$ cat src/rtl/nmr_scan_scheduler.sv
// nmr_scan_scheduler: repeats a full streamer playback NUM_SCANS times with a TR gap between scans
//
// Ports:
//   CLK           system clock
//   RST_N         synchronous, active-low reset
//   RUN           level start request, held high for the whole run
//   ABORT         level request to end the run early
//   NUM_SCANS     scan count, latched at start
//   TR_CYCLES     streamer DONE to next streamer reset delay in CLK cycles, latched at start
//   PHASE_CYC_EN  enables the 4-step phase cycle, latched at start
//   STR_START     streamer START level
//   STR_DONE      streamer DONE, sticky until the streamer is reset
//   STR_RST       one-cycle, active-high streamer reset pulse
//   SCAN_IDX      0-based index of the current scan
//   SCAN_PHASE    phase-cycle step of the current scan
//   BUSY          run in progress
//   DONE          run finished, held until RUN falls
//   ABORTED       last run ended by ABORT, valid while DONE is high
module nmr_scan_scheduler #(
    parameter int SCAN_WIDTH = 16,
    parameter int TR_WIDTH   = 32
) (
    input  logic                  CLK,
    input  logic                  RST_N,
    input  logic                  RUN,
    input  logic                  ABORT,
    input  logic [SCAN_WIDTH-1:0] NUM_SCANS,
    input  logic [TR_WIDTH-1:0]   TR_CYCLES,
    input  logic                  PHASE_CYC_EN,
    output logic                  STR_START,
    input  logic                  STR_DONE,
    output logic                  STR_RST,
    output logic [SCAN_WIDTH-1:0] SCAN_IDX,
    output logic [1:0]            SCAN_PHASE,
    output logic                  BUSY,
    output logic                  DONE,
    output logic                  ABORTED
);

    typedef enum logic [2:0] {IDLE, CLR, ARM, WAIT, TR, NEXT, FIN} state_t;

    state_t                state, state_d;
    logic [SCAN_WIDTH-1:0] num_q, num_d;
    logic [TR_WIDTH-1:0]   tr_q, tr_d;
    logic                  pce_q, pce_d;
    logic [TR_WIDTH-1:0]   tr_cnt, cnt_d;
    logic                  start_d, rst_d, busy_d, done_d, abt_d;
    logic [SCAN_WIDTH-1:0] idx_d;
    logic [1:0]            ph_d;
    logic                  abort_ok, last_scan;

    // ABORT only acts while the streamer is being driven
    assign abort_ok  = ABORT && (state inside {CLR, ARM, WAIT, TR, NEXT});
    // one extra bit so an all-ones scan count cannot wrap to a false match
    assign last_scan = ({1'b0, SCAN_IDX} + (SCAN_WIDTH+1)'(1)) == {1'b0, num_q};

    always_ff @(posedge CLK) begin
        if (!RST_N) begin
            state      <= IDLE;
            num_q      <= '0;
            tr_q       <= '0;
            pce_q      <= 1'b0;
            tr_cnt     <= '0;
            STR_START  <= 1'b0;
            STR_RST    <= 1'b0;
            SCAN_IDX   <= '0;
            SCAN_PHASE <= '0;
            BUSY       <= 1'b0;
            DONE       <= 1'b0;
            ABORTED    <= 1'b0;
        end else begin
            state      <= state_d;
            num_q      <= num_d;
            tr_q       <= tr_d;
            pce_q      <= pce_d;
            tr_cnt     <= cnt_d;
            STR_START  <= start_d;
            STR_RST    <= rst_d;
            SCAN_IDX   <= idx_d;
            SCAN_PHASE <= ph_d;
            BUSY       <= busy_d;
            DONE       <= done_d;
            ABORTED    <= abt_d;
        end
    end

    always_comb begin
        state_d = state;
        num_d   = num_q;
        tr_d    = tr_q;
        pce_d   = pce_q;
        cnt_d   = tr_cnt;
        start_d = STR_START;
        rst_d   = 1'b0;
        idx_d   = SCAN_IDX;
        ph_d    = SCAN_PHASE;
        busy_d  = BUSY;
        done_d  = DONE;
        abt_d   = ABORTED;
        if (abort_ok) begin
            start_d = 1'b0;
            rst_d   = 1'b1;
            busy_d  = 1'b0;
            done_d  = 1'b1;
            abt_d   = 1'b1;
            state_d = FIN;
        end else begin
            case (state)
                IDLE: if (RUN) begin
                    num_d = NUM_SCANS;
                    tr_d  = TR_CYCLES;
                    pce_d = PHASE_CYC_EN;
                    idx_d = '0;
                    ph_d  = '0;
                    abt_d = 1'b0;
                    if (NUM_SCANS == '0) begin
                        done_d  = 1'b1;
                        state_d = FIN;
                    end else begin
                        busy_d  = 1'b1;
                        rst_d   = 1'b1;
                        state_d = CLR;
                    end
                end
                CLR: state_d = ARM;
                ARM: begin
                    start_d = 1'b1;
                    state_d = WAIT;
                end
                // STR_DONE is only looked at here; a stale flag was cleared by the CLR pulse
                WAIT: if (STR_DONE) begin
                    start_d = 1'b0;
                    cnt_d   = tr_q;
                    state_d = (tr_q != '0) ? TR : NEXT;
                end
                TR: begin
                    if (tr_cnt == TR_WIDTH'(1)) state_d = NEXT;
                    else cnt_d = tr_cnt - TR_WIDTH'(1);
                end
                NEXT: begin
                    if (last_scan) begin
                        busy_d  = 1'b0;
                        done_d  = 1'b1;
                        state_d = FIN;
                    end else begin
                        idx_d   = SCAN_IDX + SCAN_WIDTH'(1);
                        ph_d    = pce_q ? SCAN_PHASE + 2'd1 : 2'd0;
                        rst_d   = 1'b1;
                        state_d = CLR;
                    end
                end
                FIN: if (!RUN) begin
                    done_d  = 1'b0;
                    abt_d   = 1'b0;
                    state_d = IDLE;
                end
                default: state_d = IDLE;
            endcase
        end
    end

endmodule
$ cat config.mk
export PLATFORM = sky130hd
export DESIGN_NAME = nmr_scan_scheduler
export DESIGN_NICKNAME = d
export VERILOG_FILES = /design/src/rtl/nmr_scan_scheduler.sv
export SDC_FILE = /design/constraint.sdc
export NUM_CORES = 1
export LEC_CHECK = 0
export BUFFER_PORTS_ARGS = -buffer_cell sky130_fd_sc_hd__buf_4
export CAP_MARGIN = 0
export CELL_PAD_IN_SITES_DETAIL_PLACEMENT = 0
export CELL_PAD_IN_SITES_GLOBAL_PLACEMENT = 1
export CORE_MARGIN = 1.5
export CORE_UTILIZATION = 42
export CTS_CLUSTER_SIZE = 28
export DETAILED_ROUTE_END_ITERATION = 8
export PLACE_DENSITY = 0.89
export SLEW_MARGIN = 20
export SYNTH_ARGS = -nofsm -noshare
export SYNTH_HDL_FRONTEND = slang
export SYNTH_SLANG_ARGS = --single-unit
$ cat constraint.sdc
create_clock -name CLK -period 3.15 [get_ports CLK]
set_input_delay 0 -clock CLK [delete_from_list [all_inputs] [get_ports CLK]]
set_output_delay 0 -clock CLK [all_outputs]
set_load 0.05 [all_outputs]
==> results of run 1 <==
==> power groups by stage <==
stage	clock network, mW	registers [mW]	logic (mW)
finish	1.15	1.86	2.75
global placement	0	1.87	2.64
floorplan	0	1.85	1.90
CTS	1.17	1.86	2.75
detailed placement	0	1.88	2.69
global route	1.22	1.90	3.09
==> cells by family (layout without fill, tap and decap cells) <==
family	count (synthesis)	in the layout
AOI/OAI and AO/OA	238	238
DFF	107	107
muxes	3	3
xor gates and xnor gates	23	23
adders and majority gates	3	3
and+or+nand+nor	330	330
buffers and inverters	74	178
==> cell usage after synthesis, types with 8 or more instances <==
library cell / instances
nand2_1: 154
dfxtp_1: 107
a21oi_1: 86
nor2_1: 61
o21ai_0: 49
clkbuf_1: 43
nor4_1: 19
a31oi_1: 17
nand3_1: 17
nor3_1: 16
inv_1: 14
xnor2_1: 13
and3_1: 12
nand4_1: 12
xor2_1: 10
a22oi_1: 8
==> worst max-delay path, delay by kind of cell (launching register included) <==
family / cells / cell delay (ns)
AND/OR/NAND/NOR: 4 / 0.83
adder cells (fa/ha/maj): 1 / 0.35
flip-flops: 1 / 0.44
AO/OA/AOI/OAI: 2 / 0.76
buffers and inverters: 1 / 0.25
XOR/XNOR: 1 / 0.17
==> cell type report <==
cell class	instances	area, sq um
Sequential cell	107	2140
Fill cell	1285	6030
Timing Repair Buffer	147	1250
Inverter	15	56.3
Clock inverter	5	52.6
Clock buffer	11	243
Tap cell	176	220
Multi-Input combinational cell	597	3350
==> through the flow <==
stage               hold WS (ns)  power (mW)
finish                    0.0270        5.77
global route              0.0292        6.21
CTS                       0.0141        5.78
detailed placement         0.253        4.58
global placement           0.248        4.51
floorplan                  0.136        3.76
==> path summary, 6_finish.rpt <==
check | from | end
worst max-delay path | SCAN_IDX[0] | SCAN_IDX[5]
worst min-delay path | RST_N | SCAN_IDX[9]
worst max register to register | SCAN_IDX[0] | SCAN_IDX[5]
worst min register to register | num_q[3] | num_q[3]
==> registers in the layout, indices dropped and copies added (netlist names) <==
signal	count
SCAN_IDX	16
STR_RST	1
SCAN_PHASE	2
STR_START	1
num_q	16
BUSY	1
tr_cnt	32
tr_q	32
ABORTED	1
DONE	1
state	3
pce_q	1
==> metal layers <==
layer,vias up,share of wire (%),track usage [%]
met1,2955,44,30.3
met4,0,2.5,9.26
li1,2973,-,-
met5,-,0,0
met3,33,5.0,3.73
met2,210,49,40.3
==> reports/results.tsv, run 1 <==
stage	metric	value	unit
clock_network	numCtsBuffers	9	
clock_network	cts_tree	done	
yosys	synth_xor_area_share	3.48	%
setup_path	critPathKind	flop to flop	
yosys	synth_fa_ha_area_share	0.649	%
clock_network	cts-root-buf	clkbuf_16	
setup_path	crit_fanout	23	
clock_network	clock_sinks	107	
power_and_ir_drop	powerDensity	788	nW/um^2
die	io_pins	77	
power_and_ir_drop	p_clk_share	20.0	%
clock_network	cts_resized	0	
timing	rsz0062_at_grt	false	
global_route	grt_start_max_net_pins	59	
route	wl_per_cell	16.0	um
yosys	synth-simple-area-share	27.2	%
power_and_ir_drop	seq_power_share	32.3	%
min_path	min_path_type	input port to flop	
finish	final_nets	934	
finish	final_common_cell	nand2_1	
clock_network	htreeDepth	3	
power_and_ir_drop	switching_power	2.50	mW
setup_path	crit_path_start_kind	flop	
finish	stdcell_count	1058	
power_and_ir_drop	ir_drop	423	uV
finish	area_growth	26.6	%
route	via_per_inst	5.83	
setup_path	r2r_cells	9	
run_status	outcome	finished, final reports clean	
placed_design	pre_cts_slack	0.289	ns
timing	fmax	0.341	GHz
yosys	yosysWarnings	0	
timing	maxSlewHeadroom	33.7	%
timing	fin_tns_setup	0	ns
setup_path	crit_arrival	3.17	ns
route	drt_iter0_drc	536	
yosys	postSynthNetCount	835	
timing	drv_slew	0	
clock_network	post-cts-setup-buffers	0	
yosys	synth.top_cell.area_share	37.1	%
die	die_area	14500	sq um
placed_design	hpwl	11400	um
clock_network	worstSkewPairLatency	0.35	ns
finish	antenna_cells	0	
timing	finalSetupViolCount	0	
die	start_util	43.3	%
finish	layout_common_cells	nand2_1, dfxtp_1, buf_4, a21oi_1, nor2_1	
timing	skew	0.00677	ns
route	vias	6171	
yosys	yosys_register_bits	107	
yosys	syn_area_per_cell	7.43	sq um
global_route	first_global_vias	5866	
setup_path	crit_path_max_incr_delay	0.47	ns
timing	fin_crit	2.93	ns
yosys	muxShareOfSynthArea	0.541	%
yosys	synth_edf_count	0	
clock_network	postCtsHoldBufs	50	
global_route	antenna_found_initial	0	
timing	fin_ws	0.220	ns
timing	fin_crit_sh	93.0	%
yosys	yosys.area.top_type	dfxtp_1	
clock_network	clockBufferDepth	2	
setup_path	crit_slowest_cell	a2111oi_0	
power_and_ir_drop	leakage	2.79	nW
finish	final_cell_area	7320	sq um
finish	drive_above_1_share	15.4	%
yosys	yosysUniqueCellTypes	67	
power_and_ir_drop	swShare	43.4	%
timing	tightest_slew	0.994	ns
setup_path	r2r_slack	0.22	ns
finish	fin_util	54.8	%
route	routed_wl	16900	um
die	row_count	42	
yosys	netlist_instances	778	
yosys	synthesis.area	5780	sq um
placed_design	place_inst	992	
power_and_ir_drop	pwr-share-comb	47.7	%
setup_path	required	3.39	ns
route	ant_nets	0	
placed_design	port_buffers	76	
setup_path	endpoint_kind	flop	
yosys	synth_compound_area_share	25.9	%
die	die_w	120	um
global_route	track_usage	23.7	%
die	die_h	120	um
placed_design	place_area	6520	sq um
power_and_ir_drop	p_int	3.27	mW
yosys	synth-async-reset-ratio	0	%
setup_path	crit_path_cell_trace	ha_1 -> and3_1 -> nand3_1 -> xnor2_1 -> a2111oi_0 -> nand4_2 -> buf_4 -> and2_1 -> a221o_1	
yosys	synth_top_family_by_area	simple AND/OR/NAND/NOR gates	
global_route	grt_overflow_total	0	
placed_design	gp_congestion	0.938	
route	dr.pass1.iters	5	
die	core_area	13300	sq um
yosys	synth.yosys.seq_area_share	37.1	%
yosys	ys_top_cells_by_area	dfxtp_1, nand2_1, a21oi_1	
timing	hold_viol	0	
global_route	grt_pass1_wl	28000	um
min_path	whs_path_depth	2	
flow_run	cap_violations	0	
clock_network	clk_pin_slew	0.07	ns
route	drc	0	
yosys	synth_ff_type	dfxtp_1	
Power figures use the tool's default switching activity.
==> inputs of run 2 (changes only) <==
--- a/config.mk
+++ b/config.mk
@@ -13,7 +13,8 @@
 export CORE_UTILIZATION = 42
 export CTS_CLUSTER_SIZE = 28
 export DETAILED_ROUTE_END_ITERATION = 8
-export PLACE_DENSITY = 0.89
+export GPL_TIMING_DRIVEN = 0
+export PLACE_DENSITY = 0.84
 export SLEW_MARGIN = 20
 export SYNTH_ARGS = -nofsm -noshare
 export SYNTH_HDL_FRONTEND = slang
==> run 2 against run 1 <==
  * Flip-flop and latch count did not move
  * First-iteration DRC count rose by 4.3%
  * Largest cell class unchanged
  * Global-route usage rose by 3.1 points
  * Combinational power rose by 4%
  * Hold slack improved by 0.026 ns
  * Non-clock buffer count rose by 38
  * Utilization rose by 0.43 points
  * Largest power group unchanged
  * Sequential power barely moved
==> reports/results.tsv, run 2 (synthesized netlist as in run 1, its figures left out) <==
stage	metric	value	unit	change
route	drc	0		unchanged
timing	skew	0.00806	ns	+0.00128 ns
timing	rsz0062_at_grt	false		
power_and_ir_drop	p_total	5.85	mW	+1.5%
setup_path	endpoint_kind	flop		
route	wl_met1	8180	um	+10%
setup_path	crit_path_cell_trace	nor4_1 -> nand3b_1 -> o31a_1 -> o21a_1 -> clkbuf_1 -> a22oi_1 -> nor2_1		
global_route	first_global_vias	6028		+2.8%
clock_network	clock_sinks	107		unchanged
setup_path	worstReg2RegEnd	tr_cnt[16]		
placed_design	hpwl	13600	um	+20%
clock_network	htreeDepth	3		unchanged
setup_path	crit_path_start_kind	flop		
route	dr.pass1.iters	6		+1
route	routed-wl-met3	1170	um	+39%
clock_network	numCtsBuffers	9		unchanged
flow_run	cap_violations	0		unchanged
die	core_area	13300	sq um	unchanged
run_status	outcome	finished, final reports clean		
finish	stdcell_count	1093		+3.3%
die	die_area	14500	sq um	unchanged
timing	tightest_slew	0.786	ns	-0.208 ns
setup_path	critPathKind	flop to flop		
placed_design	place_area	6560	sq um	+0.65%
setup_path	r2r_cells	7		-2
setup_path	worst-path-buf-inv	1		unchanged
global_route	antenna_found_initial	0		unchanged
timing	maxSlewHeadroom	47.1	%	+13 points
setup_path	crit_arrival	3.19	ns	+0.02 ns
clock_network	cts_tree	done		
timing	finalSetupViolCount	0		unchanged
setup_path	worstReg2RegStart	tr_cnt[18]		
route	met2WireLength	9650	um	+17%
timing	fmax	0.337	GHz	-1.2%
route	wl_per_cell	17.8	um	+12%
die	die_h	120	um	unchanged
setup_path	crit_fanout	10		-57%
route	top_layer	met4		
placed_design	gp_congestion	0.920		-2.0%
finish	antenna_cells	0		unchanged
global_route	grt_start_max_net_pins	16		-73%
timing	fin_crit_sh	94.1	%	+1.1 points
clock_network	cts-root-buf	clkbuf_16		
placed_design	port_buffers	75		-1.3%
route	vias	6406		+3.8%
setup_path	r2r_slack	0.18	ns	-0.04 ns
setup_path	required	3.37	ns	-0.02 ns
route	ant_nets	0		unchanged
route	via_per_inst	5.86		+0.48%
finish	layout_top_registers	tr_cnt x32, tr_q x32		
setup_path	worst-path-stages	7		-2
finish	final_cell_area	7370	sq um	+0.79%
finish	layout_common_cells	nand2_1, dfxtp_1, a21oi_1, buf_4, nor2_1		
die	row_count	42		unchanged
power_and_ir_drop	powerDensity	794	nW/um^2	+0.73%
route	drt_iter0_drc	559		+4.3%
die	die_w	120	um	unchanged
finish	area_growth	27.6	%	
clock_network	clockBufferDepth	2		unchanged
setup_path	crit_slowest_cell	nor4_1		
placed_design	place_inst	1029		+3.7%
setup_path	cp-startpoint	tr_cnt[18]		
setup_path	crit_path_max_incr_delay	0.72	ns	+0.25 ns
power_and_ir_drop	ir_drop	450	uV	+6.5%
setup_path	crit_path_end	tr_cnt[16]		
global_route	grt_pass1_wl	30500	um	+9.1%
global_route	track_usage	26.9	%	+3.1 points
global_route	grt_overflow_total	0		unchanged
die	start_util	43.3	%	unchanged
timing	hold_viol	0		unchanged
min_path	min_path_type	input port to flop		
clock_network	clk_pin_slew	0.07	ns	about the same
finish	drive_above_1_share	13.7	%	-1.7 points
route	routed_wl	19500	um	+15%
setup_path	worst_path_dominant_cell_family	simple AND/OR/NAND/NOR gates		
finish	final_nets	972		+4.1%
die	io_pins	77		unchanged
finish	final_common_cell	nand2_1		
timing	drv_slew	0		unchanged
timing	fin_crit	2.97	ns	+0.0356 ns
power_and_ir_drop	leakage	2.79	nW	about the same
clock_network	worstSkewPairLatency	0.35	ns	about the same
run 2: cell types whose count changed in the layout (fill, tap and decap cells not counted), sizes merged:
cell    previous run  this run
buf               97        89
clkbuf            11        57
clkinv             3         0
run 2: layout make-up:
class	instances	area, sq um
inverter	15	56.3
multi-input combinational	597	3350
sequential	107	2140
fill	1297	5970
timing repair buffer	127	1080
clock inverter	2	37.5
clock buffer	11	253
tap	176	220
buffer	58	239
run 2: worst min path at each step:
stage | slack [ns] | cells after the start | start | to
floorplan | 0.14 | 2 | TR_CYCLES[17] | tr_q[17]
finish | 0.05 | 3 | RUN | ABORTED
global placement | 0.25 | 3 | TR_CYCLES[19] | tr_q[19]
detailed placement | 0.26 | 3 | TR_CYCLES[23] | tr_q[23]
global route | 0.08 | 3 | RUN | DONE
CTS | 0.04 | 3 | RUN | ABORTED
run 2: metrics by stage:
stage | setup TNS (ns) | worst slack, ns | util, % | hold slack, ns
6_report | 0 | 0.185 | 55.2 | 0.0527
5_1_grt | 0 | 0.0124 | 55.2 | 0.0796
4_1_cts | 0 | 0.130 | 55.2 | 0.0395
3_5_place_dp | -0.0869 | -0.0664 | 49.2 | 0.256
3_3_place_gp | -0.156 | -0.0824 | 49.2 | 0.247
2_1_floorplan | 0 | 0.182 | - | 0.136
run 2: tightest hold or removal path, cell delays in order:
cell and delay (ns):
buf_4 0.13, o21ai_0 0.08, a31oi_1 0.15
run 2: report_power, final:
group          switching, mW  leakage (nW)  internal [mW]
registers              0.236         0.871           1.60
clock network          0.502         0.140          0.647
logic                   1.92          1.78          0.953
run 2: what timing repair did:
| item | 4_1_cts | 5_1_grt |
|---|---|---|
| endpoints found under the hold margin | 51 | 0 |
| hold buffers | 50 | 0 |
| gates resized for setup | 1 | 3 |
| endpoints found under the setup margin | 6 | 25 |
| pin swaps | 1 | 0 |
| setup buffers | 2 | 0 |
run 2: per-layer routing:
layer / vias up / GRT usage (%)
li1: 3059 / -
met3: 42 / 5.24
met2: 244 / 46.8
met1: 3061 / 32.9
met4: 0 / 9.93
met5: - / 0
